==> config.mk <==
export PLATFORM = sky130hd
export DESIGN_NAME = coin_acceptor_flat
export DESIGN_NICKNAME = d
export VERILOG_FILES = /design/src/rtl/coin_acceptor_if.sv /design/src/rtl/coin_acceptor.sv /design/src/flat_wrapper.sv
export SDC_FILE = /design/constraint.sdc
export NUM_CORES = 1
export LEC_CHECK = 0
export ABC_AREA = 1
export BUFFER_PORTS_ARGS = -buffer_cell sky130_fd_sc_hd__buf_2
export CORE_ASPECT_RATIO = 1.25
export CORE_MARGIN = 3
export CORE_UTILIZATION = 35
export DETAILED_ROUTE_END_ITERATION = 7
export GPL_TIMING_DRIVEN = 0
export PLACE_DENSITY = 0.61
export SYNTH_ARGS = -nofsm -noshare
export SYNTH_HDL_FRONTEND = slang
export SYNTH_SLANG_ARGS = --single-unit
==> constraint.sdc <==
create_clock -name clk -period 4.8 [get_ports clk]
set_clock_uncertainty 0.05 [all_clocks]
set_input_delay 0.24 -clock clk [delete_from_list [all_inputs] [get_ports clk]]
set_output_delay 0.24 -clock clk [all_outputs]
set_load 0.02 [all_outputs]
==> src/rtl/coin_acceptor_if.sv <==
// Coin acceptor bus: raw sensor and enable in, coin code, reject, busy and
// accepted-coin count out. The vending side (or a bench) uses master; the
// acceptor uses slave.
interface coin_acceptor_if;
  logic       sensor;
  logic       enable;
  logic [1:0] coinn;
  logic       reject;
  logic       busy;
  logic [7:0] acc_cnt;

  modport master (
    output sensor,
    output enable,
    input  coinn,
    input  reject,
    input  busy,
    input  acc_cnt
  );

  modport slave (
    input  sensor,
    input  enable,
    output coinn,
    output reject,
    output busy,
    output acc_cnt
  );
endinterface

==> src/rtl/coin_acceptor.sv <==
// Coin acceptor: synchronizes and debounces the coin-path sensor, measures
// how long each coin blocks the path and classifies it as 5rs, 10rs or
// reject. Coins arriving too soon after the previous one, or while the
// vending side was not accepting at the moment the coin arrived, are
// rejected. Accepted coins are counted in a saturating 8-bit counter.
module coin_acceptor #(
  parameter int DEBOUNCE = 3,
  parameter int W5_MIN   = 8,
  parameter int W5_MAX   = 15,
  parameter int W10_MIN  = 20,
  parameter int W10_MAX  = 31,
  parameter int GAP      = 16,
  parameter int CNT_W    = 6
) (
  input  logic        clk,
  input  logic        reset,
  coin_acceptor_if.slave bus
);

  localparam int DEB_W = (DEBOUNCE > 1) ? $clog2(DEBOUNCE) : 1;
  localparam int GAP_W = $clog2(GAP + 1);

  localparam logic [DEB_W-1:0] DEB_LAST  = DEB_W'(DEBOUNCE - 1);
  localparam logic [GAP_W-1:0] GAP_LAST  = GAP_W'(GAP - 1);
  localparam logic [CNT_W-1:0] WIDTH_MAX = {CNT_W{1'b1}};
  localparam logic [CNT_W-1:0] W5_LO     = CNT_W'(W5_MIN);
  localparam logic [CNT_W-1:0] W5_HI     = CNT_W'(W5_MAX);
  localparam logic [CNT_W-1:0] W10_LO    = CNT_W'(W10_MIN);
  localparam logic [CNT_W-1:0] W10_HI    = CNT_W'(W10_MAX);

  typedef enum logic [1:0] {
    ST_IDLE,
    ST_MEASURE,
    ST_CLASSIFY,
    ST_GAP
  } state_t;

  // Width counter increment that sticks at all-ones; a stuck width means
  // the coin was longer than we can measure and is always rejected.
  function automatic logic [CNT_W-1:0] sat_width(input logic [CNT_W-1:0] w);
    return (w == WIDTH_MAX) ? w : w + 1'b1;
  endfunction

  // Accepted-coin counter increment that holds at 255.
  function automatic logic [7:0] sat_acc(input logic [7:0] c);
    return (c == 8'hFF) ? c : c + 8'd1;
  endfunction

  // Coin code for a finished measurement; 00 means the coin is rejected.
  function automatic logic [1:0] classify(input logic [CNT_W-1:0] w,
                                          input logic             forced);
    if (forced || (w == WIDTH_MAX)) return 2'b00;
    if ((w >= W5_LO) && (w <= W5_HI)) return 2'b01;
    if ((w >= W10_LO) && (w <= W10_HI)) return 2'b10;
    return 2'b00;
  endfunction

  logic             sync_p0;
  logic             sync_p1;
  logic             level_p2;
  logic [DEB_W-1:0] deb_cnt;

  state_t           state;
  logic [CNT_W-1:0] width;
  logic [GAP_W-1:0] gap_cnt;
  logic             force_rej;
  logic [1:0]       coinn_r;
  logic             reject_r;
  logic             busy_r;
  logic [7:0]       acc_r;
  logic [1:0]       verdict;

  assign verdict     = classify(width, force_rej);
  assign bus.coinn   = coinn_r;
  assign bus.reject  = reject_r;
  assign bus.busy    = busy_r;
  assign bus.acc_cnt = acc_r;

  // Stage p0/p1: two-flop synchronizer for the asynchronous sensor.
  always_ff @(posedge clk or negedge reset) begin
    if (!reset) begin
      sync_p0 <= 1'b0;
      sync_p1 <= 1'b0;
    end else begin
      sync_p0 <= bus.sensor;
      sync_p1 <= sync_p0;
    end
  end

  // Stage p2: filtered level follows the synchronized sensor only after it
  // has disagreed for DEBOUNCE consecutive samples.
  always_ff @(posedge clk or negedge reset) begin
    if (!reset) begin
      level_p2 <= 1'b0;
      deb_cnt  <= '0;
    end else if (sync_p1 == level_p2) begin
      deb_cnt <= '0;
    end else if (deb_cnt == DEB_LAST) begin
      level_p2 <= sync_p1;
      deb_cnt  <= '0;
    end else begin
      deb_cnt <= deb_cnt + 1'b1;
    end
  end

  // Coin FSM with registered outputs; reset lands in GAP so a settle
  // period of filtered-low cycles precedes the first accepted coin.
  always_ff @(posedge clk or negedge reset) begin
    if (!reset) begin
      state     <= ST_GAP;
      width     <= '0;
      gap_cnt   <= '0;
      force_rej <= 1'b0;
      coinn_r   <= 2'b00;
      reject_r  <= 1'b0;
      busy_r    <= 1'b1;
      acc_r     <= 8'd0;
    end else begin
      coinn_r  <= 2'b00;
      reject_r <= 1'b0;
      unique case (state)
        ST_IDLE: begin
          if (level_p2) begin
            state     <= ST_MEASURE;
            width     <= CNT_W'(1);
            force_rej <= !bus.enable;
            busy_r    <= 1'b1;
          end
        end
        ST_MEASURE: begin
          if (level_p2) begin
            width <= sat_width(width);
          end else begin
            state <= ST_CLASSIFY;
          end
        end
        ST_CLASSIFY: begin
          coinn_r  <= verdict;
          reject_r <= (verdict == 2'b00);
          if (verdict != 2'b00) begin
            acc_r <= sat_acc(acc_r);
          end
          gap_cnt <= '0;
          state   <= ST_GAP;
        end
        ST_GAP: begin
          if (level_p2) begin
            // A new coin before the gap elapsed is too close: reject it.
            state     <= ST_MEASURE;
            width     <= CNT_W'(1);
            force_rej <= 1'b1;
          end else begin
            gap_cnt <= gap_cnt + 1'b1;
            if (gap_cnt == GAP_LAST) begin
              state  <= ST_IDLE;
              busy_r <= 1'b0;
            end
          end
        end
        default: begin
          state  <= ST_GAP;
          busy_r <= 1'b1;
        end
      endcase
    end
  end

endmodule

==> src/flat_wrapper.sv <==
// flat-port wrapper written by rule: the top's interface ports become plain ports
module coin_acceptor_flat 
#(
  parameter int DEBOUNCE = 3,
  parameter int W5_MIN   = 8,
  parameter int W5_MAX   = 15,
  parameter int W10_MIN  = 20,
  parameter int W10_MAX  = 31,
  parameter int GAP      = 16,
  parameter int CNT_W    = 6
)
  (clk, reset, bus_sensor, bus_enable, bus_coinn, bus_reject, bus_busy, bus_acc_cnt);
  coin_acceptor_if bus_i ();
  input  logic clk;
  input  logic reset;
  input wire logic [$bits(bus_i.sensor)-1:0] bus_sensor;
  input wire logic [$bits(bus_i.enable)-1:0] bus_enable;
  output wire logic [$bits(bus_i.coinn)-1:0] bus_coinn;
  output wire logic [$bits(bus_i.reject)-1:0] bus_reject;
  output wire logic [$bits(bus_i.busy)-1:0] bus_busy;
  output wire logic [$bits(bus_i.acc_cnt)-1:0] bus_acc_cnt;
  assign bus_i.sensor = bus_sensor;
  assign bus_i.enable = bus_enable;
  assign bus_coinn = bus_i.coinn;
  assign bus_reject = bus_i.reject;
  assign bus_busy = bus_i.busy;
  assign bus_acc_cnt = bus_i.acc_cnt;
  coin_acceptor #(.DEBOUNCE(DEBOUNCE), .W5_MIN(W5_MIN), .W5_MAX(W5_MAX), .W10_MIN(W10_MIN), .W10_MAX(W10_MAX), .GAP(GAP), .CNT_W(CNT_W)) u_core (.clk(clk), .reset(reset), .bus(bus_i));
endmodule
==> results of run 1 <==
[through the flow]
stage          total power [W]  setup slack [ps]  hold WS, ps
6_report             0.0009102              2917        19.41
5_1_grt              0.0009992              2716        8.688
4_1_cts              0.0009201              2900        9.176
3_5_place_dp         0.0007252              2908        280.2
3_3_place_gp         0.0007175              2941        277.4
2_1_floorplan        0.0006349              3140       -105.6
[worst paths after layout]
path	start	end	slack, ps	cells after the start
worst max-delay path	u_core.state[0]	u_core.width[3]	2920	9
worst min-delay path	bus_sensor	u_core.sync_p0	20	1
worst max register to register	u_core.state[0]	u_core.width[3]	2920	9
worst min register to register	u_core.sync_p0	u_core.sync_p1	310	0
max in group asynchronous	reset	u_core.width[4]	3780	2
min in group asynchronous	reset	u_core.deb_cnt[0]	490	2
[cell families (layout without fill, tap and decap cells)]
family | Yosys count | in the layout | share of synthesized area, %
AO/OA/AOI/OAI | 24 | 24 | 8.372
XOR/XNOR | 7 | 7 | 3.764
adder cells (fa/ha/maj) | 11 | 11 | 8.448
buffers and inverters | 24 | 48 | 5.530
flip-flops | 31 | 31 | 47.85
AND/OR/NAND/NOR | 95 | 95 | 26.04
[sequential cells by signal, summed over array words and instances (netlist names), 2 cells and up]
signal and count:
u_core.state 2, u_core.gap_cnt 5, u_core.bus.coinn 2, u_core.deb_cnt 2, u_core.bus.acc_cnt 8, u_core.width 6
[cells in the mapped netlist (all sizes together)]
master,n
a22o,1
nand4,4
nor3,4
nand2,51
o21ai,15
o31ai,1
nand3,16
a21oi,4
dfstp,3
dfrtp,28
xor2,4
xnor2,3
ha,11
nand3b,2
a31oi,2
o22ai,1
inv,24
nor2,18
[routing by layer]
layer,vias to the layer above,routed length (um),GRT usage [%]
li1,665,-,-
met1,590,1393,14.70
met2,17,1346,18.98
met3,4,93,4.060
met4,0,46,6.085
met5,-,0,0
[cell type report]
cell class	count	share of cell area [%]
clock buffers	8	4.290
inverters	24	4.826
multi-input cells	137	40.68
flip-flops and latches	31	41.76
well taps	58	3.887
repair buffers	16	4.558
[power by group through the flow]
| stage | combinational, W | clock, W | sequential (W) |
|---|---|---|---|
| floorplan | 0.000245 | 0 | 0.000390 |
| global placement | 0.000332 | 0 | 0.000385 |
| detailed placement | 0.000338 | 0 | 0.000387 |
| CTS | 0.000339 | 0.000199 | 0.000382 |
| global route | 0.000393 | 0.000215 | 0.000391 |
| finish | 0.000334 | 0.000194 | 0.000382 |
[cells in the final DEF (no fill, tap or decap), types with 3 or more instances in the layout]
master                     netlist  final
sky130_fd_sc_hd__o21ai_0        15     15
sky130_fd_sc_hd__xnor2_1         3      3
sky130_fd_sc_hd__clkbuf_1        0      3
sky130_fd_sc_hd__inv_1          23     23
sky130_fd_sc_hd__ha_1           11     11
sky130_fd_sc_hd__nand2_1        49     49
sky130_fd_sc_hd__nor3_1          4      4
sky130_fd_sc_hd__buf_2           0     15
sky130_fd_sc_hd__a21oi_1         4      4
sky130_fd_sc_hd__nor2_1         16     16
sky130_fd_sc_hd__nand4_1         4      4
sky130_fd_sc_hd__nand3_1        15     15
sky130_fd_sc_hd__clkbuf_8        0      5
sky130_fd_sc_hd__dfstp_2         3      3
sky130_fd_sc_hd__xor2_1          4      4
sky130_fd_sc_hd__dfrtp_1        28     28
[worst max-delay path: cells and delay by family (launching register included)]
kind / cells / cell delay (ps)
AO/OA/AOI/OAI: 1 / 90
adder cells (fa/ha/maj): 1 / 390
buffers and inverters: 3 / 390
flip-flops: 1 / 570
AND/OR/NAND/NOR: 4 / 320
[what timing repair did]
item / in CTS / in global routing
hold buffers: 1 / 0
hold endpoints to repair: 28 / 0
gates resized for setup: 0 / 0
==> impl_metrics.env, run 1 <==
export IMPL_outcome="finished clean"
export IMPL_post_dp_cell_area_um2=1777
export IMPL_drc=0
export IMPL_synth_top_cell_by_area="sky130_fd_sc_hd__dfrtp_1"
export IMPL_ys_types=23
export IMPL_cts_tree="done"
export IMPL_final_antenna_net_count=0
export IMPL_drtPass1Iterations=4
export IMPL_timing_critical_path_arrival_ps=2030
export IMPL_clock_sinks=31
export IMPL_crit_type="register to register"
export IMPL_period_utilization_pct=39.22
export IMPL_synth_warnings=0
export IMPL_drive_gt1_share_pct=13.89
export IMPL_initialDrtViolationCount=64
export IMPL_place_congestion=0.7575
export IMPL_cts_inserted_buffers=5
export IMPL_worstPathRequired_ps=4950
export IMPL_maxClockFrequency_mhz=531.2
export IMPL_via_count=1276
export IMPL_hold_class="primary input to register"
export IMPL_floorplan_core_area_um2=4459
export IMPL_critical_path_slowest_cell="sky130_fd_sc_hd__dfstp_2"
export IMPL_dp_hpwl_um=2077
export IMPL_number_of_buffers_on_the_longest_clock_path=2
export IMPL_clkPwrFrac_pct=21.3
export IMPL_clk_transition_reported_paths_ps=60
export IMPL_initial_utilization_pct=36.53
export IMPL_finish_utilization_pct=41.86
export IMPL_grt_setup_unrepaired="false"
export IMPL_die_area_um2=5514
export IMPL_layout_min_cycle_time_ps=1883
export IMPL_endpoint_kind="register"
export IMPL_cts_max_level=2
export IMPL_final_net_count=230
export IMPL_switching_share_pct=40.14
export IMPL_detail_route_vias_per_cell=4.657
export IMPL_multi_input_area_um2=759.5
export IMPL_pwr_share_seq_pct=42.0
export IMPL_number_of_antenna_diodes=0
export IMPL_grt_pass1_wl_um=5009
export IMPL_relSlewSlack_pct=54.91
export IMPL_yosysSeqAreaShare_pct=47.85
export IMPL_count_of_buffers_added_by_post_cts_timing_repair_for_setup=0
export IMPL_report_final_hold_viol_count=0
export IMPL_fin_area_um2=1867
export IMPL_chipWidth_um=67.02
export IMPL_wire_per_inst_um=10.51
export IMPL_comb_power_share_pct=36.7
export IMPL_grt_max_degree=32
export IMPL_fillers=455
export IMPL_routed_wire_length_um=2879
export IMPL_crit_path_start_kind="register"
export IMPL_synth_area_leaders="sky130_fd_sc_hd__dfrtp_1, sky130_fd_sc_hd__nand2_1, sky130_fd_sc_hd__ha_1"
export IMPL_timing_final_setup_violations=0
export IMPL_grt_overflow=0
export IMPL_io_pins=16
export IMPL_timing_critical_path_slowest_cell_delay_ps=570
export IMPL_maxCapViolCount=0
export IMPL_initial_antenna_violation_count=0
export IMPL_syn_cell_area_um2=1629
export IMPL_timing_setup_tns_ps=0
export IMPL_placedCellCount=265
export IMPL_first_global_vias=1163
export IMPL_portBuffers=15
export IMPL_stdcell_count=274
export IMPL_power_per_cell_area_nw_per_um2=487.6
export IMPL_max_vdd_ir_drop_uv=125.3
export IMPL_synthToLayoutAreaGrowth_pct=14.59
export IMPL_clock_latency_ps=270
export IMPL_power_switching_w=0.0003653
export IMPL_postSynthRegisterBits=31
export IMPL_post_synth_top_area_fraction_pct=43.01
export IMPL_mappedNetlistNets=207
export IMPL_cts_root_buffer="sky130_fd_sc_hd__clkbuf_8"
export IMPL_die_h_um=82.28
export IMPL_seqCellArea_um2=779.5
export IMPL_crit_fanout=10
export IMPL_tightest_slew_ps=676.4
export IMPL_synthesis_instances=192
export IMPL_power_internal_w=0.0005448
export IMPL_num_rows=27
export IMPL_avgSynthCellArea_um2=8.485
export IMPL_worstPathCellList="inv_1 > ha_1 > inv_1 > nor2_1 > nor2_1 > nand2_1 > inv_2 > nand4_1 > o21ai_0"
export IMPL_final_max_slew_violation_count=0
export IMPL_grt_total_usage_pct=12.10
export IMPL_leakagePower_nw=0.9605
No activity file was read; power rests on OpenSTA's default activity.
==> run 2, diff against run 1 <==
Settings changed: PLACE_DENSITY 0.61 to 0.63.
Clock period 4.8 ns to 1.59 ns, I/O delays scaled along.
==> run 2 against run 1 <==
  * The flow now finishes with violations (setup timing)
  * Clock power rose to 3.3 times the previous value
  * Non-clock buffer count rose by 15
  * Power rose to 3.7 times the previous value
  * Core utilization increased by 5.0 points
==> impl_metrics.env, run 2 (synthesis results as in run 1) <==
export IMPL_final_max_slew_violation_count=0
export IMPL_dp_hpwl_um=2245
export IMPL_clk_transition_reported_paths_ps=70
export IMPL_endpoint_kind="register"
export IMPL_maxClockFrequency_mhz=611.3
export IMPL_dpl_worst_slack_ps=-194.0
export IMPL_grt_pass1_wl_um=5844
export IMPL_power_internal_w=0.002013
export IMPL_report_final_hold_viol_count=0
export IMPL_io_pins=16
export IMPL_outcome="finished, violations left"
export IMPL_initial_utilization_pct=36.53
export IMPL_grt_total_usage_pct=13.99
export IMPL_final_setup_margin_ps=-45.85
export IMPL_hold_slack_ps=301.6
export IMPL_cts_root_buffer="sky130_fd_sc_hd__clkbuf_8"
export IMPL_timing_critical_path_slowest_cell_delay_ps=570
export IMPL_timing_final_setup_violations=5
export IMPL_largest_register_ffs=8
export IMPL_crit_type="register to register"
export IMPL_multi_input_area_um2=827.0
export IMPL_portBuffers=15
export IMPL_tightest_slew_ps=711.5
export IMPL_hold_class="register to register"
export IMPL_clock_latency_ps=280
export IMPL_cts_max_level=2
export IMPL_die_area_um2=5514
export IMPL_switching_share_pct=40.13
export IMPL_clock_sinks=31
export IMPL_placedCellCount=265
export IMPL_layout_min_cycle_time_ps=1636
export IMPL_seqCellArea_um2=780.7
export IMPL_final_antenna_net_count=0
export IMPL_initial_antenna_violation_count=0
export IMPL_grt_overflow=0
export IMPL_crit_fanout=4
export IMPL_leakagePower_nw=1.044
export IMPL_place_congestion=0.8019
export IMPL_final_cell_mix="sky130_fd_sc_hd__nand2_1, sky130_fd_sc_hd__dfrtp_1, sky130_fd_sc_hd__inv_1"
export IMPL_crit_path_start_kind="register"
export IMPL_worst_path_dominant_cell_family="flip-flops"
export IMPL_relSlewSlack_pct=52.57
export IMPL_number_of_buffers_on_the_longest_clock_path=2
export IMPL_min_path_cells=0
export IMPL_chipWidth_um=67.02
export IMPL_first_global_vias=1349
export IMPL_initialDrtViolationCount=115
export IMPL_setup_worst_path_start="u_core.state[0]"
export IMPL_worstPathRequired_ps=1730
export IMPL_maxCapViolCount=0
export IMPL_timing_setup_tns_ps=-94.18
export IMPL_max_vdd_ir_drop_uv=530.2
export IMPL_crit_end="u_core.width[2]"
export IMPL_worstSetupPathDepth=8
export IMPL_grt_setup_unrepaired="true"
export IMPL_die_h_um=82.28
export IMPL_comb_power_share_pct=45.9
export IMPL_num_rows=27
export IMPL_totalPowerFinal_w=0.003363
export IMPL_critical_path_reg2reg_startpoint="u_core.state[0]"
export IMPL_final_net_count=246
export IMPL_drc=0
export IMPL_critical_path_slowest_cell="sky130_fd_sc_hd__dfstp_2"
export IMPL_synthToLayoutAreaGrowth_pct=28.26
export IMPL_period_utilization_pct=102.9
export IMPL_timing_critical_path_arrival_ps=1780
export IMPL_floorplan_core_area_um2=4459
export IMPL_drive_gt1_share_pct=27.16
export IMPL_grt_max_degree=32
export IMPL_power_per_cell_area_nw_per_um2=1609
export IMPL_fillers=443
export IMPL_worstPathCellList="inv_2 > ha_4 > inv_4 > nor2_2 > nor2_1 > nand2_2 > buf_4 > o31ai_2"
export IMPL_cp_buffers_inverters=3
export IMPL_mostFrequentLayoutCell="sky130_fd_sc_hd__nand2_1"
export IMPL_rr_endpoint="u_core.width[2]"
export IMPL_routed_wire_length_um=3316
export IMPL_stdcell_count=290
export IMPL_clkPwrFrac_pct=19.1
export IMPL_detail_route_vias_per_cell=4.659
export IMPL_hold_path_startpoint="u_core.sync_p0"
export IMPL_number_of_antenna_diodes=0
export IMPL_cts_inserted_buffers=5
export IMPL_via_count=1351
export IMPL_pwr_share_seq_pct=35.0
export IMPL_r2r_setup_slack_ps=-50
export IMPL_wire_per_inst_um=11.43
export IMPL_cts_tree="done"
export IMPL_violated_checks="setup timing"
export IMPL_power_switching_w=0.001349
export IMPL_drtPass1Iterations=4
export IMPL_worst_r2r_path_depth=8
-- run 2: metrics by stage --
| step | instance area [um^2] | util (%) |
|---|---|---|
| final | 2090 | 46.86 |
| after global routing | 2090 | 46.86 |
| after CTS | 2026 | 45.43 |
| after detailed placement | 1798 | 40.32 |
| after global placement | 1798 | 40.32 |
| after floorplan | 1650 | - |
-- run 2: final cells by class --
| cell class | instances | share of cell area, % |
|---|---|---|
| inverter | 24 | 4.551 |
| clock buffer | 7 | 4.132 |
| sequential | 31 | 37.37 |
| tap | 58 | 3.473 |
| multi-input combinational | 137 | 39.58 |
| clock inverter | 1 | 0.2395 |
| timing repair inverter | 1 | 0.3593 |
| timing repair buffer | 31 | 10.30 |
-- run 2: worst reg2reg max path, stage by stage (launching register included) --
cell and delay [ps]:
sky130_fd_sc_hd__dfstp_2 570, sky130_fd_sc_hd__inv_2 70, sky130_fd_sc_hd__ha_4 250, sky130_fd_sc_hd__inv_4 50
sky130_fd_sc_hd__nor2_2 30, sky130_fd_sc_hd__nor2_1 110, sky130_fd_sc_hd__nand2_2 110, sky130_fd_sc_hd__buf_4 150
sky130_fd_sc_hd__o31ai_2 170
-- run 2: worst min-delay path by stage --
stage / end / slack [ps]
2_1_floorplan: u_core.bus.acc_cnt[0] / -270
3_3_place_gp: u_core.sync_p1 / 120
4_1_cts: u_core.sync_p1 / 300
5_1_grt: u_core.sync_p1 / 310
3_5_place_dp: u_core.sync_p1 / 120
6_report: u_core.sync_p1 / 300
-- run 2: power groups by stage --
stage	Sequential, W	Combinational [W]	Clock, W
6_report	0.00118	0.00154	0.000641
5_1_grt	0.00120	0.00176	0.000704
4_1_cts	0.00117	0.00137	0.000668
3_5_place_dp	0.00118	0.00109	0
3_3_place_gp	0.00116	0.00106	0
2_1_floorplan	0.00118	0.000788	0
-- run 2: what timing repair did --
item,CTS,global route
hold buffers,3,0
setup buffers,9,4
pin swaps,7,4
gates resized for setup,16,11
setup endpoints to repair,20,19
hold endpoints to repair,30,0
gates cloned,1,0
-- run 2: metal layers --
metal	routed length (um)	track usage (%)	vias to the layer above
li1	-	-	700
met1	1491	16.19	630
met2	1673	24.19	19
met3	116	3.924	2
met4	34	5.477	0
met5	0	0	-
